$ cat src/rtl/eq_pkg.sv
// Shared constants for the I2S transmitter.
// SMPL_W          : audio sample width
// CNT_W           : free-running frame counter width (2048 clk per frame)
// SLOTS           : SCLK periods per LRCLK half
// MCLK/SCLK/LRCLK : counter bit indices that drive each output clock
package eq_pkg;
  localparam int SMPL_W    = 24;
  localparam int CNT_W     = 11;
  localparam int SLOTS     = 32;
  localparam int SLOT_W    = $clog2(SLOTS);
  localparam int MCLK_BIT  = 1;
  localparam int SCLK_BIT  = 4;
  localparam int LRCLK_BIT = 10;

  typedef logic [SMPL_W-1:0] smpl_t;
  typedef logic [SLOT_W-1:0] slot_t;
endpackage

$ cat src/rtl/i2s_clk_gen.sv
// Free-running frame counter and the codec clocks derived from it.
// Ports:
//   clk, RST_n      : system clock, async active-low reset
//   mclk_o          : clk/4, bit MCLK_BIT of the counter
//   sclk_o          : clk/32, bit SCLK_BIT of the counter
//   lrclk_o         : clk/2048, bit LRCLK_BIT of the counter (low = left)
//   sclk_fall_o     : high on the cycle whose closing edge makes SCLK fall
//   frame_start_o   : high on the cycle whose closing edge wraps 2047->0
//   nxt_slot_o      : slot index that becomes current after this edge
//   nxt_lr_o        : LRCLK value that becomes current after this edge
module i2s_clk_gen
  import eq_pkg::*;
(
  input  logic  clk,
  input  logic  RST_n,
  output logic  mclk_o,
  output logic  sclk_o,
  output logic  lrclk_o,
  output logic  sclk_fall_o,
  output logic  frame_start_o,
  output slot_t nxt_slot_o,
  output logic  nxt_lr_o
);

  logic [CNT_W-1:0] cnt_q, cnt_d;

  assign cnt_d = cnt_q + CNT_W'(1);

  always_ff @(posedge clk or negedge RST_n) begin
    if (!RST_n) cnt_q <= '0;
    else        cnt_q <= cnt_d;
  end

  // Clocks are taken straight from counter flops so they are glitch-free.
  assign mclk_o  = cnt_q[MCLK_BIT];
  assign sclk_o  = cnt_q[SCLK_BIT];
  assign lrclk_o = cnt_q[LRCLK_BIT];

  assign sclk_fall_o   = (cnt_q[SCLK_BIT:0] == '1);
  assign frame_start_o = (cnt_q == '1);

  // Look-ahead slot/channel so data registered at SCLK fall lands in its slot.
  assign nxt_slot_o = cnt_d[LRCLK_BIT-1:SCLK_BIT+1];
  assign nxt_lr_o   = cnt_d[LRCLK_BIT];

endmodule

$ cat src/rtl/i2s_tx.sv
// I2S transmitter: double-buffered stereo 24-bit samples sent MSB first
// with the standard one-bit delay after each LRCLK transition.
// Ports:
//   clk, RST_n      : 50 MHz system clock, async active-low reset
//   lft_in, rht_in  : signed left/right samples
//   wrt             : one-clk strobe loading both holding registers
//   frm_req         : one-clk pulse when holding data moves into the shifters
//   MCLK/SCLK/LRCLK : codec clocks (clk/4, clk/32, clk/2048)
//   SDin            : serial data, changes only on SCLK falling edges
module i2s_tx
  import eq_pkg::*;
(
  input  logic              clk,
  input  logic              RST_n,
  input  logic [SMPL_W-1:0] lft_in,
  input  logic [SMPL_W-1:0] rht_in,
  input  logic              wrt,
  output logic              frm_req,
  output logic              MCLK,
  output logic              SCLK,
  output logic              LRCLK,
  output logic              SDin
);

  logic  sclk_fall, frame_start, nxt_lr;
  slot_t nxt_slot;

  smpl_t lft_hld_q, rht_hld_q;
  smpl_t lft_shft_q, rht_shft_q;
  logic  sdin_q, frm_req_q;
  logic  data_slot;

  i2s_clk_gen u_clk_gen (
    .clk           (clk),
    .RST_n         (RST_n),
    .mclk_o        (MCLK),
    .sclk_o        (SCLK),
    .lrclk_o       (LRCLK),
    .sclk_fall_o   (sclk_fall),
    .frame_start_o (frame_start),
    .nxt_slot_o    (nxt_slot),
    .nxt_lr_o      (nxt_lr)
  );

  // Slot 0 carries the I2S one-bit delay; slots past the word are padded.
  assign data_slot = (nxt_slot >= slot_t'(1)) && (nxt_slot <= slot_t'(SMPL_W));

  always_ff @(posedge clk or negedge RST_n) begin
    if (!RST_n) begin
      lft_hld_q  <= '0;
      rht_hld_q  <= '0;
      lft_shft_q <= '0;
      rht_shft_q <= '0;
      sdin_q     <= 1'b0;
      frm_req_q  <= 1'b0;
    end else begin
      frm_req_q <= frame_start;
      if (wrt) begin
        lft_hld_q <= lft_in;
        rht_hld_q <= rht_in;
      end
      if (sclk_fall) begin
        if (frame_start) begin
          // A write on this same edge lands in the holding regs only,
          // so the shifters get the previous pair.
          lft_shft_q <= lft_hld_q;
          rht_shft_q <= rht_hld_q;
          sdin_q     <= 1'b0;
        end else if (data_slot) begin
          if (nxt_lr) begin
            sdin_q     <= rht_shft_q[SMPL_W-1];
            rht_shft_q <= {rht_shft_q[SMPL_W-2:0], 1'b0};
          end else begin
            sdin_q     <= lft_shft_q[SMPL_W-1];
            lft_shft_q <= {lft_shft_q[SMPL_W-2:0], 1'b0};
          end
        end else begin
          sdin_q <= 1'b0;
        end
      end
    end
  end

  assign SDin    = sdin_q;
  assign frm_req = frm_req_q;

endmodule

$ cat config.mk
export PLATFORM = sky130hd
export DESIGN_NAME = i2s_tx
export DESIGN_NICKNAME = d
export VERILOG_FILES = /design/src/rtl/eq_pkg.sv /design/src/rtl/i2s_clk_gen.sv /design/src/rtl/i2s_tx.sv
export SDC_FILE = /design/constraint.sdc
export NUM_CORES = 1
export LEC_CHECK = 0
export CORE_UTILIZATION = 35
export CTS_CLUSTER_SIZE = 24
export DETAILED_ROUTE_END_ITERATION = 8
export SYNTH_ARGS = -nofsm -noshare
export SYNTH_HDL_FRONTEND = slang
export SYNTH_HIERARCHICAL = 1
export SYNTH_SLANG_ARGS = --single-unit
export TNS_END_PERCENT = 30
$ cat constraint.sdc
create_clock -name clk -period 2.9 [get_ports clk]
set_input_delay 0.58 -clock clk [delete_from_list [all_inputs] [get_ports clk]]
set_output_delay 0.58 -clock clk [all_outputs]
set_load 0.02 [all_outputs]
==> results.json <==
{
  "num_rows": 42,
  "clock_sinks": 109,
  "cts_buffer_depth": 2,
  "crit_fanout": 41,
  "cp_common_cell": "buf_4",
  "yosysSeqAreaShare_pct": 56.74,
  "critical_path.endpoint_type": "flip-flop",
  "core_sq_um": 13300,
  "netlist_instances": 422,
  "area_growth_pct": 21.29,
  "cp.required_ns": 3.13,
  "cp_num_cells": 8,
  "netlist_top_cells_area": "dfrtp_1 (57%), mux2_2 (10%), o22a_1 (6.9%), a21oi_1 (4.0%), nor2b_1 (2.7%)",
  "port_buffers": 55,
  "syn_area_sq_um": 4807,
  "clkTransAtPathRegs_ns": 0.07,
  "worstMarginPinSlew_ns": 0.8804,
  "grt_pass1_wl_microns": 15470,
  "relSlewSlack_pct": 41.31,
  "yosysWarnings": 6,
  "drt_pass1_iterations": 4,
  "dpl.cell_count": 632,
  "synth_edf_count": 0,
  "via_per_inst": 4.835,
  "outcome": "finished, final reports clean",
  "placed_area_sq_um": 5517,
  "gr-usage-all-layers_pct": 13.70,
  "syn-num-nets": 475,
  "initial_core_util_pct": 36.16,
  "p_leak_nw": 2.575,
  "grt_pass1_vias": 3250,
  "antenna_cells": 0,
  "synth_top_area_share_pct": 56.74,
  "ir_worst_vdd_mv": 0.3513,
  "drtIter0Drc": 152,
  "cap_violations": 0,
  "design_area_sq_um": 5831,
  "wire_per_inst_microns": 13.84,
  "r2r-start": "u_clk_gen/cnt_q[0]",
  "skew_ns": 0.005728,
  "path_delay_family": "buffers and inverters",
  "postCtsSetupRepairBufs": 0,
  "antenna_found_initial": 0,
  "r2r_slack_ns": 0.34,
  "instances_no_fill": 647,
  "pin_count": 56,
  "setup_ws_ns": 0.3397,
  "final_hold_viol_count": 0,
  "rsz0062_at_grt": "false",
  "cts_root_buf": "clkbuf_16",
  "via_count": 3128,
  "tns_ns": 0,
  "max_freq_ghz": 0.3906,
  "worstSetupPathType": "reg -> reg",
  "fin_crit_sh_pct": 88.28,
  "max_stage_delay_ns": 0.45,
  "detail_route.wirelength_microns": 8952,
  "critical_path_buf_inv_count": 2,
  "crit_arrival_ns": 2.79,
  "n_fill_cell": 1278,
  "rr_endpoint": "rht_shft_q[22]",
  "grt_overflow_total": 0,
  "slew_viol_final": 0,
  "synthFlopType": "dfrtp_1",
  "crit_slowest_cell": "dfrtp_1",
  "drive_above_1_share_pct": 17.62,
  "die_area_sq_um": 14210,
  "yosysTopAreaCell": "dfrtp_1",
  "cts_tree": "done",
  "min_path_type": "in -> async",
  "antenna_left": 0,
  "dp_hpwl_microns": 5811,
  "setup.worst_path.start_class": "flip-flop",
  "cts_inserted_buffers": 9,
  "grt_start_max_net_pins": 50,
  "place_ws_ns": 0.03144,
  "synthArstFlopShare_pct": 100.0,
  "synthDistinctLibCells": 33,
  "power.density_nw_per_um2": 523.5,
  "die_h_microns": 119.2,
  "clkLatencyLatePin_ns": 0.34,
  "htreeDepth": 3,
  "crit_path_cell_trace": "ha_1, nand4_2, xnor2_2, buf_4, o21ai_0, nor2_1, buf_4, mux2_1",
  "gp_congestion": 0.7054,
  "nNetsFinal": 520,
  "drc": 0,
  "setup_violations": 0,
  "avgSynthCellArea_sq_um": 11.39,
  "fin_crit_ns": 2.560,
  "ys_ff_latch": 109,
  "fp.dieW_microns": 119.2,
  "r2r_cells": 8
}
-- registers in the layout, indices dropped and copies added, names as in the netlist --
register,flops
u_clk_gen/cnt_q,11
rht_shft_q,24
frm_req,1
lft_shft_q,24
lft_hld_q,24
SDin,1
rht_hld_q,24
-- cell usage in the layout (no fill, tap or decap), types with 2 or more instances in the layout --
master           synthesis  layout
and3_2                   2       2
nor3_1                  17      17
mux2_2                  43      43
nor2_4                   0       2
nor2_1                  25      24
ha_1                     2       2
inv_1                   20      20
nand4_1                  3       3
clkinv_4                 0       2
clkdlybuf4s50_1          0      53
o22a_1                  38      38
xnor2_1                  7       6
clkbuf_16                0       9
dfrtp_1                109     109
a21oi_1                 38      38
nand3_1                  4       4
buf_4                    6      13
nor2b_1                 21      21
nand2_1                 21      21
mux2_1                   5       5
o21ai_0                 21      21
clkbuf_8                 0       2
-- metrics by stage --
step | hold slack [ns] | util [%] | total power, mW
finish | 0.1469 | 43.85 | 3.052
global route | 0.1590 | 43.85 | 3.188
CTS | 0.1510 | 43.82 | 3.108
detailed placement | 0.4759 | 41.49 | 1.842
global placement | 0.4652 | 41.49 | 1.835
floorplan | 0.2844 | - | 1.711
-- layer usage --
metal	GRT usage [%]	part of all wire, %	routed length [microns]	vias to the layer above
met5	0	0	0	-
met4	4.509	1.6	145	0
met3	3.352	3.5	316	11
met2	22.60	47	4188	51
met1	17.56	48	4301	1511
li1	-	-	-	1555
-- synthesized netlist by cell type (6+ instances only) --
master	n
nor2_1	25
mux2_2	43
clkbuf_1	19
o22a_1	38
o21ai_0	21
dfrtp_1	109
inv_1	20
nor3_1	17
nand2_1	21
xnor2_1	7
a21oi_1	38
buf_4	6
nor2b_1	21
-- what timing repair did --
item,CTS,global route
hold buffers,0,0
endpoints found under the setup margin,0,7
resized for setup,0,1
-- report_power, final --
part | leakage, nW | switching [mW] | total [mW] | internal, mW
Clock | 0.152 | 0.529 | 1.25 | 0.718
Combinational | 1.02 | 0.0821 | 0.194 | 0.111
Sequential | 1.41 | 0.0282 | 1.61 | 1.58
Total | 2.58 | 0.639 | 3.05 | 2.41
-- cells by family after synthesis --
group	after synthesis	synth area share (%)
AO/OA/AOI/OAI	98	13.25
XOR/XNOR	8	1.458
adder cells (fa/ha/maj)	2	0.5205
buffers and inverters	54	5.283
flip-flops	109	56.74
multiplexers	50	11.92
AND/OR/NAND/NOR	101	10.83
-- final cells by class --
| cell class | count | area (sq um) | share of cell area [%] |
|---|---|---|---|
| repair buffers | 68 | 653.1 | 11.20 |
| clock buffers | 11 | 252.7 | 4.335 |
| flip-flops and latches | 109 | 2728 | 46.78 |
| inverters | 20 | 75.07 | 1.288 |
| well taps | 176 | 220.2 | 3.777 |
| multi-input cells | 259 | 1846 | 31.65 |
| clock inverters | 4 | 56.30 | 0.9657 |
-- worst max path at each step --
stage	slack (ns)	to	from
floorplan	0.52	lft_shft_q[20]	u_clk_gen/cnt_q[1]
global placement	0.16	lft_shft_q[19]	u_clk_gen/cnt_q[1]
detailed placement	0.03	lft_shft_q[23]	u_clk_gen/cnt_q[0]
CTS	0.04	lft_shft_q[17]	u_clk_gen/cnt_q[0]
global route	0.13	rht_shft_q[23]	u_clk_gen/cnt_q[0]
finish	0.34	rht_shft_q[22]	u_clk_gen/cnt_q[0]
(Power assumes the default switching activity.)
==> RTL change: new RTL, same flow settings <==
Put one more register stage on the output `frm_req`. The value now appears one clock later. The other outputs are not delayed to match.
--- a/src/rtl/i2s_tx.sv
+++ b/src/rtl/i2s_tx.sv
@@ -84,3 +84,5 @@
   assign SDin    = sdin_q;
-  assign frm_req = frm_req_q;
+  always_ff @(posedge clk) begin
+    frm_req <= frm_req_q;
+  end
 
Behaviour: same outputs for any inputs over 10 cycles, from zero or initial values and one cycle with RST_n low; that may be too few to reach the edited logic, so the function may still have changed.
==> RTL change against the original RTL <==
- cell area hardly changed
- critical path depth stayed put
- wire length is 0.68% higher
- first-iteration DRC count is 23% lower
- setup slack worse by 0.025 ns
- utilization is 0.19 points lower
- sequential cell count is 1 higher
- area after synthesis is 0.42% higher
- sequential share of layout area is 0.36 points higher
- total power is 2.6% lower
==> RTL change: results (changes against the original RTL) <==
Status
  • Outcome: complete, no violations

Worst setup path
  • CP max stage cell: buf_4
  • Worst path arrival time: 2.87 ns (+0.08 ns)
  • Worst r2r dst: rht_shft_q[8]
  • Slowest stage delay, CP: 0.49 ns (+0.04 ns)
  • R2R setup slack: 0.31 ns (-0.02 ns)
  • Worst reg2reg path depth: 8 (unchanged)
  • RR Startpoint: u_clk_gen/cnt_q[0]
  • Crit-path max FO: 59 (+44%)

Clock tree
  • CTS H-tree lvls: 3 (unchanged)
  • Clock Tree Buf Depth: 2 (unchanged)
  • Post-CTS sizing: 0 (unchanged)
  • CTS root buffer: clkbuf_16
  • Later-pin clock latency in the skew report: 0.34 ns (about the same)

Place
  • I/O Buffers: 55 (unchanged)
  • GPL Wtd Cong: 0.7663 (+8.6%)
  • Dpl cell area: 5537 sq um (+0.36%)
  • Detailed-placement wirelength estimate: 6006 um (+3.4%)
  • DP Worst Slack: 0.04265 ns (+0.01121 ns)

Route
  • Post-Route WL: 9013 um (+0.68%)
  • Vias/cell: 4.854 (+0.39%)
  • Number of DRC markers in iteration 0: 117 (-23%)
  • 1st-pass router iterations: 5 (+1)
  • Routed Antenna Nets: 0 (unchanged)

GRT
  • Largest net degree at the start of global routing: 60 (+20%)
  • First-pass GRT wire length: 15,530 um (+0.40%)
  • Vias in the first global route: 3,262 (+0.37%)
  • Total track usage: 13.74% (+0.039 points)

Layout
  • Layout cells sized above 1: 17.76% (+0.14 points)
  • Layout Nets: 521 (+0.19%)

Yosys
  • Share of the yosys chip area belonging to registers: 56.92% (+0.18 points)
  • Top cells by count, synth: dfrtp_1 (109), mux2_2 (43), a21oi_1 (38), o22a_1 (38), nor2_1 (25)
  • Dominant cells by area after synthesis: dfrtp_1 (57%), mux2_2 (10%), o22a_1 (6.9%), a21oi_1 (3.9%), nor2b_1 (2.7%)
  • Post-synth net total: 476 (+0.21%)
  • Post-synth cell types: 34 (+3.0%)
  • Synth async-reset ratio: 99.09% (-0.91 points)

Timing
  • Fin Clk Skew: 0.007457 ns (+0.001729 ns)
  • Hold WS: 0.2100 ns (+0.06311 ns)
  • Relative slew slack: 61.95% (+21 points)

Min path
  • Worst hold path type: primary input to async pin

Power and ir drop
  • Net Sw Power: 0.0006362 W (-0.43%)
  • Peak supply drop: 0.0003121 V (-11%)
  • Pleak: 2.568 nW (-0.26%)
## RTL change: cell types whose count changed in the layout (fill, tap and decap cells not counted), sizes merged
| cell | before | now |
|---|---|---|
| clkinvlp | 0 | 2 |
| bufinv | 1 | 0 |
| clkinv | 2 | 3 |
| dfxtp | 0 | 1 |
| inv | 21 | 20 |
## RTL change: power groups by stage
stage	Sequential, W	Clock (W)	Combinational, W
CTS	0.00163	0.00120	0.000199
floorplan	0.00165	0	0.0000790
detailed placement	0.00166	0	0.000198
finish	0.00163	0.00115	0.000193
global route	0.00163	0.00127	0.000218
global placement	0.00166	0	0.000194
## RTL change: cells by family (layout without fill, tap and decap cells)
group	after synthesis	count (layout)	share of synthesized area, %
adder cells (fa/ha/maj)	2	2	0.5183
AND/OR/NAND/NOR	101	101	10.78
flip-flops	110	110	56.92
XOR/XNOR	8	8	1.452
AO/OA/AOI/OAI	98	98	13.19
multiplexers	50	50	11.87
buffers and inverters	54	104	5.262
## RTL change: worst max-delay path by stage
stage                            start        endpoint  slack [ns]  depth (start not counted)
finish              u_clk_gen/cnt_q[0]   rht_shft_q[8]        0.31                          8
global route        u_clk_gen/cnt_q[0]   rht_shft_q[1]        0.04                          8
CTS                 u_clk_gen/cnt_q[0]  lft_shft_q[19]        0.04                          7
detailed placement  u_clk_gen/cnt_q[0]  lft_shft_q[19]        0.04                          7
global placement    u_clk_gen/cnt_q[0]  lft_shft_q[19]        0.18                          7
floorplan           u_clk_gen/cnt_q[1]  lft_shft_q[20]        0.52                          9
## RTL change: metal layers
layer / global-route usage, % / share of wire, %
met5: 0 / 0
met4: 5.547 / 1.9
met3: 3.400 / 3.8
met2: 21.82 / 47
met1: 17.90 / 48
## RTL change: worst reg2reg max path, cell delays in order (launching register included)
cell     delay, ns
dfrtp_1       0.44
ha_1          0.30
nand4_2       0.19
nor2_4        0.18
buf_4         0.49
o21ai_0       0.20
nor2_1        0.29
buf_4         0.27
o22a_1        0.15
## RTL change: final cells by class
class                           count  area, sq um
Tap cell                          176        220.2
Multi-Input combinational cell    259         1846
Clock inverter                      5        33.78
Inverter                           20        75.07
Sequential cell                   110         2748
Timing Repair Buffer               68        653.1
Clock buffer                       11        252.7
Fill cell                        1289         7520
## RTL change: per-stage QoR
step,total power [W],std cells
2_1_floorplan,0.001725,423
3_3_place_gp,0.001849,633
3_5_place_dp,0.001855,633
4_1_cts,0.003028,649
5_1_grt,0.003119,649
6_report,0.002973,649
